## src/rtl/execute_stage_if.sv

```systemverilog
// Decode-to-execute bundle: operands and instruction in, registered result and busy back.
interface execute_stage_if;
  logic        in_valid;
  logic [31:0] alu_in1;
  logic [31:0] alu_in2;
  logic [31:0] ins_dec_out;
  logic [31:0] alu_out;
  logic [4:0]  alu_rd;
  logic        alu_reg_w_en;
  logic        busy;

  modport master (
    output in_valid, alu_in1, alu_in2, ins_dec_out,
    input  alu_out, alu_rd, alu_reg_w_en, busy
  );

  modport slave (
    input  in_valid, alu_in1, alu_in2, ins_dec_out,
    output alu_out, alu_rd, alu_reg_w_en, busy
  );
endinterface

```

## src/rtl/execute_stage.sv

```systemverilog
// RV32I execute stage: single-cycle ALU ops plus bit-serial shifts (one bit per cycle).
// Define RV32M_MUL_EN to add a 32-iteration shift-add MUL sharing the iteration datapath.
module execute_stage (
  input  logic           clk,
  input  logic           rst,
  execute_stage_if.slave bus
);
  localparam logic [6:0] OPC_OP  = 7'b0110011;
  localparam logic [6:0] OPC_IMM = 7'b0010011;
  localparam logic [6:0] OPC_LUI = 7'b0110111;

  typedef enum logic {IDLE, ITER} state_t;
  typedef enum logic [1:0] {K_SLL, K_SRL, K_SRA, K_MUL} kind_t;

  state_t      state, next_state;
  kind_t       kind_q, start_kind;
  logic [5:0]  count_q, start_count;
  logic [31:0] work_q, work_next, iter_result;
  logic [4:0]  rd_pend_q;
  logic [31:0] out_q;
  logic [4:0]  rd_q;
  logic        wen_q;
  logic        busy;

  logic [6:0]  opcode, funct7;
  logic [2:0]  funct3;
  logic [4:0]  rd, shamt;
  logic [31:0] in1, op2, imm_i, comb_result;
  logic        is_op, is_imm, alt, f7_legal, accept, comb_done, start_iter, last_iter;
  logic        unused_rs_fields;

`ifdef RV32M_MUL_EN
  logic [31:0] acc_q, acc_next, mplier_q;
`endif

  assign opcode           = bus.ins_dec_out[6:0];
  assign rd               = bus.ins_dec_out[11:7];
  assign funct3           = bus.ins_dec_out[14:12];
  assign funct7           = bus.ins_dec_out[31:25];
  assign unused_rs_fields = ^bus.ins_dec_out[19:15];
  assign imm_i            = {{20{bus.ins_dec_out[31]}}, bus.ins_dec_out[31:20]};
  assign is_op            = (opcode == OPC_OP);
  assign is_imm           = (opcode == OPC_IMM);
  assign in1              = bus.alu_in1;
  assign op2              = is_imm ? imm_i : bus.alu_in2;
  assign shamt            = op2[4:0];
  assign alt              = funct7[5];
  assign accept           = bus.in_valid && (state == IDLE);
  assign last_iter        = (count_q == 6'd1);

  // funct7 only qualifies SUB/SRA in OP and the immediate shifts in OP-IMM
  always_comb begin
    f7_legal = 1'b0;
    if (is_op) begin
      f7_legal = (funct7 == 7'b0000000) ||
                 ((funct7 == 7'b0100000) && ((funct3 == 3'b000) || (funct3 == 3'b101)));
    end else if (is_imm) begin
      case (funct3)
        3'b001:  f7_legal = (funct7 == 7'b0000000);
        3'b101:  f7_legal = (funct7 == 7'b0000000) || (funct7 == 7'b0100000);
        default: f7_legal = 1'b1;
      endcase
    end
  end

  always_comb begin
    comb_done   = 1'b0;
    comb_result = '0;
    start_iter  = 1'b0;
    start_kind  = K_SLL;
    start_count = {1'b0, shamt};
    if ((is_op || is_imm) && f7_legal) begin
      comb_done = 1'b1;
      case (funct3)
        3'b000:  comb_result = (is_op && alt) ? (in1 - op2) : (in1 + op2);
        3'b001:  comb_result = in1;
        3'b010:  comb_result = {31'b0, ($signed(in1) < $signed(op2))};
        3'b011:  comb_result = {31'b0, (in1 < op2)};
        3'b100:  comb_result = in1 ^ op2;
        3'b101:  begin
                   comb_result = in1;
                   start_kind  = alt ? K_SRA : K_SRL;
                 end
        3'b110:  comb_result = in1 | op2;
        default: comb_result = in1 & op2;
      endcase
      // a zero shift amount finishes immediately with the operand unchanged
      if (((funct3 == 3'b001) || (funct3 == 3'b101)) && (shamt != 5'd0)) begin
        comb_done  = 1'b0;
        start_iter = 1'b1;
      end
    end else if (opcode == OPC_LUI) begin
      comb_done   = 1'b1;
      comb_result = {bus.ins_dec_out[31:12], 12'b0};
    end
`ifdef RV32M_MUL_EN
    else if (is_op && (funct7 == 7'b0000001) && (funct3 == 3'b000)) begin
      start_iter  = 1'b1;
      start_kind  = K_MUL;
      start_count = 6'd32;
    end
`endif
  end

  // for MUL the work register holds the left-shifting multiplicand
  always_comb begin
    case (kind_q)
      K_SRL:   work_next = work_q >> 1;
      K_SRA:   work_next = {work_q[31], work_q[31:1]};
      default: work_next = work_q << 1;
    endcase
    iter_result = work_next;
`ifdef RV32M_MUL_EN
    acc_next = mplier_q[0] ? (acc_q + work_q) : acc_q;
    if (kind_q == K_MUL) iter_result = acc_next;
`endif
  end

  always_ff @(posedge clk) begin
    if (rst) state <= IDLE;
    else     state <= next_state;
  end

  always_comb begin
    next_state = state;
    case (state)
      IDLE:    if (accept && start_iter) next_state = ITER;
      ITER:    if (last_iter) next_state = IDLE;
      default: next_state = IDLE;
    endcase
  end

  always_comb begin
    busy = (state == ITER);
  end

  always_ff @(posedge clk) begin
    if (rst) begin
      out_q     <= '0;
      rd_q      <= '0;
      wen_q     <= 1'b0;
      work_q    <= '0;
      count_q   <= '0;
      kind_q    <= K_SLL;
      rd_pend_q <= '0;
`ifdef RV32M_MUL_EN
      acc_q     <= '0;
      mplier_q  <= '0;
`endif
    end else begin
      wen_q <= 1'b0;
      if (accept && comb_done) begin
        out_q <= comb_result;
        rd_q  <= rd;
        wen_q <= (rd != 5'd0);
      end else if (accept && start_iter) begin
        work_q    <= in1;
        kind_q    <= start_kind;
        count_q   <= start_count;
        rd_pend_q <= rd;
`ifdef RV32M_MUL_EN
        acc_q     <= '0;
        mplier_q  <= bus.alu_in2;
`endif
      end else if (state == ITER) begin
        work_q  <= work_next;
        count_q <= count_q - 6'd1;
`ifdef RV32M_MUL_EN
        acc_q    <= acc_next;
        mplier_q <= mplier_q >> 1;
`endif
        if (last_iter) begin
          out_q <= iter_result;
          rd_q  <= rd_pend_q;
          wen_q <= (rd_pend_q != 5'd0);
        end
      end
    end
  end

  assign bus.alu_out      = out_q;
  assign bus.alu_rd       = rd_q;
  assign bus.alu_reg_w_en = wen_q;
  assign bus.busy         = busy;
endmodule

```

## src/flat_wrapper.sv

```systemverilog
// flat-port wrapper written by rule: the top's interface ports become plain ports
module execute_stage_flat 
  (clk, rst, bus_in_valid, bus_alu_in1, bus_alu_in2, bus_ins_dec_out, bus_alu_out, bus_alu_rd, bus_alu_reg_w_en, bus_busy);
  execute_stage_if bus_i ();
  input  logic clk;
  input  logic rst;
  input wire logic [$bits(bus_i.in_valid)-1:0] bus_in_valid;
  input wire logic [$bits(bus_i.alu_in1)-1:0] bus_alu_in1;
  input wire logic [$bits(bus_i.alu_in2)-1:0] bus_alu_in2;
  input wire logic [$bits(bus_i.ins_dec_out)-1:0] bus_ins_dec_out;
  output wire logic [$bits(bus_i.alu_out)-1:0] bus_alu_out;
  output wire logic [$bits(bus_i.alu_rd)-1:0] bus_alu_rd;
  output wire logic [$bits(bus_i.alu_reg_w_en)-1:0] bus_alu_reg_w_en;
  output wire logic [$bits(bus_i.busy)-1:0] bus_busy;
  assign bus_i.in_valid = bus_in_valid;
  assign bus_i.alu_in1 = bus_alu_in1;
  assign bus_i.alu_in2 = bus_alu_in2;
  assign bus_i.ins_dec_out = bus_ins_dec_out;
  assign bus_alu_out = bus_i.alu_out;
  assign bus_alu_rd = bus_i.alu_rd;
  assign bus_alu_reg_w_en = bus_i.alu_reg_w_en;
  assign bus_busy = bus_i.busy;
  execute_stage u_core (.clk(clk), .rst(rst), .bus(bus_i));
endmodule
```

## config.mk

```make
export PLATFORM = sky130hd
export DESIGN_NAME = execute_stage_flat
export DESIGN_NICKNAME = d
export VERILOG_FILES = /design/src/rtl/execute_stage_if.sv /design/src/rtl/execute_stage.sv /design/src/flat_wrapper.sv
export SDC_FILE = /design/constraint.sdc
export NUM_CORES = 1
export LEC_CHECK = 0
export ABC_AREA = 1
export BUFFER_PORTS_ARGS = -buffer_cell sky130_fd_sc_hd__buf_2
export CAP_MARGIN = 15
export CORE_ASPECT_RATIO = 1.75
export CORE_MARGIN = 3
export CORE_UTILIZATION = 40
export DETAILED_ROUTE_END_ITERATION = 10
export GPL_ROUTABILITY_DRIVEN = 0
export HOLD_SLACK_MARGIN = 0.1
export SKIP_LAST_GASP = 1
export SYNTH_ARGS = -nofsm -noshare
export SYNTH_HDL_FRONTEND = slang
export SYNTH_SLANG_ARGS = --single-unit
```

## constraint.sdc

```tcl
create_clock -name clk -period 8.4 [get_ports clk]
set_clock_uncertainty 0.1 [all_clocks]
set_input_delay 1.26 -clock clk [delete_from_list [all_inputs] [get_ports clk]]
set_output_delay 1.26 -clock clk [all_outputs]
set_load 0.005 [all_outputs]
```

Word level (Yosys, flattened, before mapping) --
Cells that the tools add are included.
Storage, ports and cells: register bits 84, input port bits 99
Cells by class: reductions and logical operators 24, muxes and demuxes 36, equality and inequality tests 14, add/sub/neg operators 3, order comparisons 2, bitwise operators 5
Operator list (count):
- 32-bit 2-to-1 mux | 10
- 32-bit case mux with 6 select lines | 1
- 32-bit < comparator | 2
- 32-bit case mux with 2 select lines | 1
- 32-bit adder | 1
- 32-bit bitwise AND | 1
- 32-bit OR | 1
- 32-bit subtractor | 1
- 32-bit XOR | 1
- 7-bit by 6-bit equality test with 1-bit output (second input constant) | 3
- 5-bit 2-to-1 mux | 4
- 5-bit nonzero test | 3
- 1-bit 2-to-1 mux | 13
- 6-bit 2-to-1 mux | 2
- 3-bit equality test (second input constant) | 3
- 7-bit by 5-bit equality test with 1-bit output (second input constant) | 1
- 1-bit logical AND | 7
- 7-bit zero test | 1
- 3-bit by 2-bit equality test with 1-bit output (second input constant) | 2
- 6-bit by 1-bit equality test with 1-bit output (second input constant) | 1
- 2-bit 2-to-1 mux | 3
- 2-bit nonzero test | 3
- 6-bit by 1-bit subtractor with 6-bit output (second input constant) | 1
- 1-bit logical OR | 5
- 10 further kinds | 13

Depth between registers and ports, before layout --
Gate-level depths: netlist (run 1).
word-level depth 10, depth in mapped cells 29, gate-level depth less buffers 27

Worst setup path after synthesis (run 1) --
No wires, ideal clock.
kind in2reg, from in bus_ins_dec_out[1], to reg u_core.out_q[26] (netlist: u_core.bus.alu_out[26]), setup time 132 ps, cell stages on the path 24, data required time 8168 ps, setup slack 4263 ps, data arrival time 3905 ps, cells stage by stage nand2_1 > nor3_4 > nand2_2 > buf_2 > inv_1 > clkbuf_1 > o21ai_0 > ha_1 > clkbuf_1 > nand2_1 > nor2_1 > inv_1 > nor3_1 > nand3_1 > nand2_1 > nand2_1 > nand2_1 > nand2_1 > nand3_1 > nand2_1 > nand2_1 > nand2_1 > nand2_1 > a21oi_1
Between the ends: cells in the longest elaborated chain, start to end 9
Ends and longest elaborated chain:
- from (decl) | line flat_wrapper.sv:10 | input wire logic [$bits(bus_i.ins_dec_out)-1:0] bus_ins_dec_out;
- branches (longest 9 deep; another with 32-bit adder)
- to (signal assigned) | line execute_stage.sv:153 | out_q <= comb_result;
- to (signal assigned) | line execute_stage.sv:173 | out_q <= iter_result;
- to (decl) | line execute_stage.sv:20 | logic [31:0] out_q;
Parallel ways; which one is timed is not known. A chain may end at the register's enable or synchronous reset.

Worst setup path after layout (run 1) --
from in bus_ins_dec_out[3], to reg u_core.out_q[25] (netlist: u_core.bus.alu_out[25])
Same word-level chain as after synthesis.

==> metrics.md, run 1 <==
| Metric | Value |
|---|---|
| Max Root-Sink Buffers | 2 |
| H-tree depth | 3 |
| Initial antenna violation count | 1 |
| Worst Hold Class | reg -> reg |
| Clk root buf | clkbuf_16 |
| Antenna Nets Post-Route | 0 |
| Unrepaired setup endpoints after global routing | false |
| Number of global-route vias before repair | 13000 |
| Sequential share of the synthesized area | between 10% and 20% |
| Final HPWL DP | 37300 um |
| Largest net degree at the start of global routing | 61 |
| Layout fillers | between 3000 and 4000 |
| Post-synth top cells | 577 x nand2_1, 304 x inv_1, 193 x nor2_1 |
| Total clock sinks | 84 |
| Global-route wire length before repair | around 71000 um |
| Status | completed |
| Fin crit share | roughly 71% |
| Worst-path maximum fanout | 23 |
| Tot GR Track Use | 31.3% |
| Crit path top cell by count | nand2_1 |
| Worst Hold End | u_core.work_q[0] |
| Number of synthesis warnings | 0 |
| Vias per cell | about 5.7 |
| CP endpoint kind | register |
| Final Core Density | a little under half |
| Slowest cell on crit path | nand2_1 |
| IO Port Bufs | 137 |
| Starting Density | between 40% and 50% |
| Pwr Density | between 100 and 150 mW/mm^2 |
| Leak | around 6.3 nW |
| R2R Path End | u_core.bus.alu_out[12] |
| Max cap viols | 0 |
| Max-slew headroom | 21.7% |
| CTS buffer count | 9 |
| Startpoint Class | input port |
| Crit. Startpoint | bus_ins_dec_out[3] |
| Post-synth ARST share | 0% |
| Worst hold slack | between 0.3 and 0.4 ns |
| Count of cell types in the netlist | between 40 and 50 |
| Clk slew on worst S/H paths | 0.07 ns |
| Critical path arrival | approximately 6.1 ns |
| Multi-input logic area | about 0.0077 sq mm |
| RR Startpoint | u_core.bus.busy |
| Register bit count reported by yosys | 84 |
| Register Area | around 0.0017 sq mm |
| Post_cts resized | 0 |
| Final wirelength | 47300 um |
| Mapped Cells | a little under 2000 |
| Rows | around 80 |
| Routed len/inst | ~20 um |
| FF-to-FF path depth | 8 |
| Vias | ~13000 |
| Final Slew Violations | 0 |
| Crit path cell chain | buf_2, nor3_4, nand2_2, inv_1, nand2_1, o21ai_0, ha_1, nor2_1, inv_1, nor3_1, nand2_1, nor2_1, nand2_1, nand3_1, nand2_1, nand2_1, nand2_1, nand3_1, nand2_1, nand2_1, nand2_1, nand2_1, a21oi_1 |
| IO Pins | approximately 140 |
| CTS hold repair buffers | 0 |
| Die area | 0.0294 sq mm |
| Crit path largest cell delay | slightly above 0.7 ns |
| Worst-Skew Late Latency | between 0.3 and 0.4 ns |
| Die height | ~220 um |
| Total gr overflow | 0 |
| Number of synthesized flops with an enable pin | 0 |
| F_max | 0.167 GHz |
| Least-Margin Pin Slew | 1.17 ns |
| Min Tclk post-route | roughly 6.0 ns |
| Synth area leader | nand2_1 |
| WHS Path Cells | 2 |
| Post-CTS Setup Bufs | 0 |
| Synth Flop Type | dfxtp_1 |
| Largest cells by area after synthesis | nand2_1 20%, dfxtp_1 15%, ha_1 11%, inv_1 10%, o21ai_0 7.2% |
| Synth top area share | 19.9% |
| Req. time, crit path | ~8.5 ns |
| Die W | 131 um |
| Most common cell in the synthesized netlist | nand2_1 |
| Final hold violation count | 0 |
| CTS tree | yes |
| # DRC | 0 |
| 1st-pass router iterations | 6 |
| Initial DRC Count | about 1300 |
| Setup_tns | 0 ns |
| Syn Area/Cell | 5.53 sq um |
| Flop-to-flop setup slack | 4.07 ns |
| Area Growth Syn to Fin | 10.2% |
| Pwr Total | between 1 and 1.5 mW |
| Core area | 0.0267 sq mm |
| Layout net count | roughly 2200 |
| Share of layout cells above drive strength 1 | between 8 and 9% |
| Hold Path Origin | u_core.work_q[0] |
| WS Path Type | in -> reg |
| Mapped Area | 0.0109 sq mm |
| Maximum VDD drop | roughly 0.0001 V |
| # setup viols final | 0 |
| Syn_nets | 2174 |
[flip-flops by register name (all words and copies together) (netlist names)]
name,count
u_core.bus.alu_out,32
u_core.bus.busy,1
u_core.bus.alu_reg_w_en,1
u_core.work_q,32
u_core.kind_q,2
u_core.count_q,6
u_core.bus.alu_rd,5
u_core.rd_pend_q,5
[worst max path at each step]
stage | endpoint | slack [ns] | depth (start not counted)
4_1_cts | u_core.bus.alu_out[25] | 2.48 | 23
3_5_place_dp | u_core.bus.alu_out[25] | 2.12 | 24
3_3_place_gp | u_core.bus.alu_out[25] | 2.18 | 23
5_1_grt | u_core.bus.alu_out[25] | 1.96 | 24
2_1_floorplan | u_core.bus.alu_out[26] | 4.26 | 24
6_report | u_core.bus.alu_out[25] | 2.40 | 23
[per-stage QoR]
stage / std cells / worst slack, ns / cell area [sq um]
3_3_place_gp: 2355 / 2.18 / 11700
6_report: 2373 / 2.40 / 12000
2_1_floorplan: 1973 / 4.26 / 10900
3_5_place_dp: 2355 / 2.12 / 11700
5_1_grt: 2373 / 1.96 / 12000
4_1_cts: 2371 / 2.48 / 12000
[where the power goes]
group / switching, mW / internal, mW / total, mW
Sequential: 0.00112 / 0.400 / 0.401
Clock: 0.177 / 0.261 / 0.438
Combinational: 0.346 / 0.149 / 0.495
[routing by layer]
layer	vias up	GRT usage, %	part of all wire, %
met2	626	53.7	48
met3	208	3.94	7.2
met1	6093	35.2	37
met4	0	21.9	8.4
met5	-	0	0
li1	6506	-	-
[final cells by class]
cell class,instances,share of cell area [%]
repair buffers,145,6.37
inverters,312,9.74
clock buffers,10,1.90
flip-flops and latches,84,14.0
multi-input cells,1491,63.9
diodes,1,0.0208
well taps,324,3.37
clock inverters,6,0.729
[cells by family (layout without fill, tap and decap cells)]
kind of cell | after synthesis | in the layout | synth area share [%]
XOR/XNOR | 8 | 8 | 0.643
AO/OA/AOI/OAI | 440 | 440 | 23.0
AND/OR/NAND/NOR | 941 | 941 | 35.0
buffers and inverters | 398 | 473 | 14.2
adder cells (fa/ha/maj) | 102 | 102 | 11.8
flip-flops | 84 | 84 | 15.4
other | 0 | 1 | 0
[placed cells by master, fill, tap and decap left out, types with 13 or more instances in the layout]
master	instances
dfxtp_1	84
nor2_1	192
a211oi_1	23
nand4_1	13
buf_2	137
a21oi_1	152
o21bai_1	14
o211ai_1	14
inv_1	304
nand2_1	577
ha_1	100
nor3_1	19
nand3_1	118
o22ai_1	20
o21ai_0	156
a221oi_1	24
[worst max-delay path, delay by kind of cell]
family | cells | cell delay, ns
AND/OR/NAND/NOR | 17 | 3.07
buffers and inverters | 3 | 0.85
AO/OA/AOI/OAI | 2 | 0.50
adder cells (fa/ha/maj) | 1 | 0.38
(Power assumes the default switching activity.)
==> run 2, diff against run 1 <==
==> constraint.sdc (replaced) <==
create_clock -name clk -period 6 [get_ports clk]
set_clock_uncertainty 0.1 [all_clocks]
set_input_delay 0.9 -clock clk [delete_from_list [all_inputs] [get_ports clk]]
set_output_delay 0.9 -clock clk [all_outputs]
set_load 0.005 [all_outputs]
==> metrics.md, run 2 (synthesis gave the netlist of run 1 again) <==
| Metric | Value |
|---|---|
| Die height | between 200 and 250 um |
| Final Core Density | a little under half |
| Status | completed |
| H-tree depth | 3 |
| Starting Density | between 40% and 50% |
| Commonest non-fill, non-tap cell in the layout | nand2_1 |
| # DRC | 0 |
| Initial DRC Count | 1389 |
| Antenna Nets Post-Route | 0 |
| Post_cts resized | 0 |
| Final hold violation count | 0 |
| Crit path largest cell delay | 0.65 ns |
| Slowest cell on crit path | nor3_1 |
| Least-Margin Pin Slew | about 1 ns |
| Vias per cell | ~5.7 |
| WHS Path Cells | 2 |
| Crit path top cell by count | nand2_1 |
| Pwr Total | approximately 1.8 mW |
| Fin crit share | between 70% and 80% |
| Largest net degree at the start of global routing | a little over 60 |
| Total gr overflow | 0 |
| 1st-pass router iterations | 6 |
| CP Depth | 24 |
| Post-CTS Setup Bufs | 0 |
| RR Startpoint | u_core.bus.busy |
| Crit. Startpoint | bus_ins_dec_out[1] |
| IO Port Bufs | 137 |
| Min Tclk post-route | 4.73 ns |
| IO Pins | ~140 |
| Die W | roughly 130 um |
| Clk slew on worst S/H paths | roughly 0.06 ns |
| CTS tree | yes |
| Placed inst area | 0.0117 sq mm |
| Startpoint Class | input port |
| Leak | between 6 and 7 nW |
| Final HPWL DP | 37000 um |
| Max-slew headroom | between 30% and 40% |
| Share of layout cells above drive strength 1 | ~9.1% |
| CTS buffer count | 9 |
| Maximum VDD drop | roughly 0.00015 V |
| R2R Path End | u_core.bus.alu_out[12] |
| Clk root buf | clkbuf_16 |
| Flop-to-flop setup slack | about 2.0 ns |
| Pwr Density | approximately 150 mW/mm^2 |
| Worst Hold Class | reg -> reg |
| Critical path arrival | approximately 4.8 ns |
| Initial antenna violation count | 0 |
| Setup_tns | 0 ns |
| Final Slew Violations | 0 |
| Critical path's top delay family | simple AND/OR/NAND/NOR gates |
| # setup viols final | 0 |
| Total clock sinks | between 80 and 90 |
| Post-Layout Inst Area | about 0.012 sq mm |
| CP endpoint kind | register |
| FF-to-FF path depth | 7 |
| Last element of the critical path | u_core.bus.alu_out[25] |
| Crit path cell chain | buf_2, nand2_1, nor3_4, nand2_2, inv_1, buf_4, o21ai_0, ha_1, nor2_1, inv_1, nor3_1, nand2_1, nor2_1, nand2_1, nand3_1, nand2_1, nand2_1, nand2_1, nand3_1, nand2_1, nand2_1, nand2_1, nand2_1, a21oi_1 |
| Final wirelength | roughly 47000 um |
| Layout net count | ~2300 |
| Commonest non-fill, non-tap cells in the layout | 577 x nand2_1, 304 x inv_1, 192 x nor2_1 |
| CTS hold repair buffers | 0 |
| Vias | roughly 14000 |
| Max Root-Sink Buffers | 2 |
| WS Path Type | in -> reg |
| Ant. Diodes | 0 |
| Worst-Skew Late Latency | 0.35 ns |
| WP buf/inv | 4 |
| Routed len/inst | slightly below 20 um |
| Number of global-route vias before repair | approximately 13000 |
| Global-route wire length before repair | between 70000 and 80000 um |
| Rows | 79 |
| Core area | between 0.02 and 0.03 sq mm |
| Unrepaired setup endpoints after global routing | false |
| Max cap viols | 0 |
| Die area | roughly 0.029 sq mm |
| Req. time, crit path | a little over 6 ns |
| Area Growth Syn to Fin | 10.7% |
| F_max | 0.211 GHz |
| Worst-path maximum fanout | 23 |
| Tot GR Track Use | 30.9% |
run 2: per-stage QoR:
| stage | worst slack [ns] | hold WS, ns | std cells |
|---|---|---|---|
| floorplan | 2.22 | 0.326 | 1973 |
| global placement | 1.17 | 0.337 | 2364 |
| detailed placement | 1.07 | 0.343 | 2364 |
| CTS | 1.43 | 0.354 | 2380 |
| global route | 1.04 | 0.378 | 2381 |
| finish | 1.27 | 0.355 | 2381 |
run 2: layout make-up:
class                           instances  area [sq um]
Fill cell                            2985         14600
Multi-Input combinational cell       1491          7680
Sequential cell                        84          1680
Inverter                              312          1170
Timing Repair Buffer                  154           833
Tap cell                              324           405
Clock buffer                           12           256
Clock inverter                          4          47.5
run 2: power by group:
group          internal (mW)  switching, mW
sequential             0.560        0.00152
combinational          0.210          0.484
clock                  0.344          0.240
total                   1.11          0.725
run 2: worst min path at each step:
stage | slack, ns | from | endpoint
2_1_floorplan | 0.33 | u_core.work_q[0] | u_core.work_q[0]
3_3_place_gp | 0.34 | u_core.work_q[0] | u_core.work_q[0]
3_5_place_dp | 0.34 | u_core.work_q[0] | u_core.work_q[0]
4_1_cts | 0.35 | u_core.work_q[0] | u_core.work_q[0]
5_1_grt | 0.38 | u_core.bus.alu_out[29] | u_core.bus.alu_out[29]
6_report | 0.36 | u_core.work_q[0] | u_core.work_q[0]
run 2: tightest hold or removal path, stage by stage (launching register included):
cell and delay, ns:
dfxtp_1 0.30, inv_1 0.06, a21oi_1 0.05
run 2: metal layers:
metal / GRT usage [%] / routed length, um
met1: 35.6 / 17800
met2: 52.7 / 22500
met3: 3.45 / 3100
met4: 20.7 / 3700
met5: 0 / 0
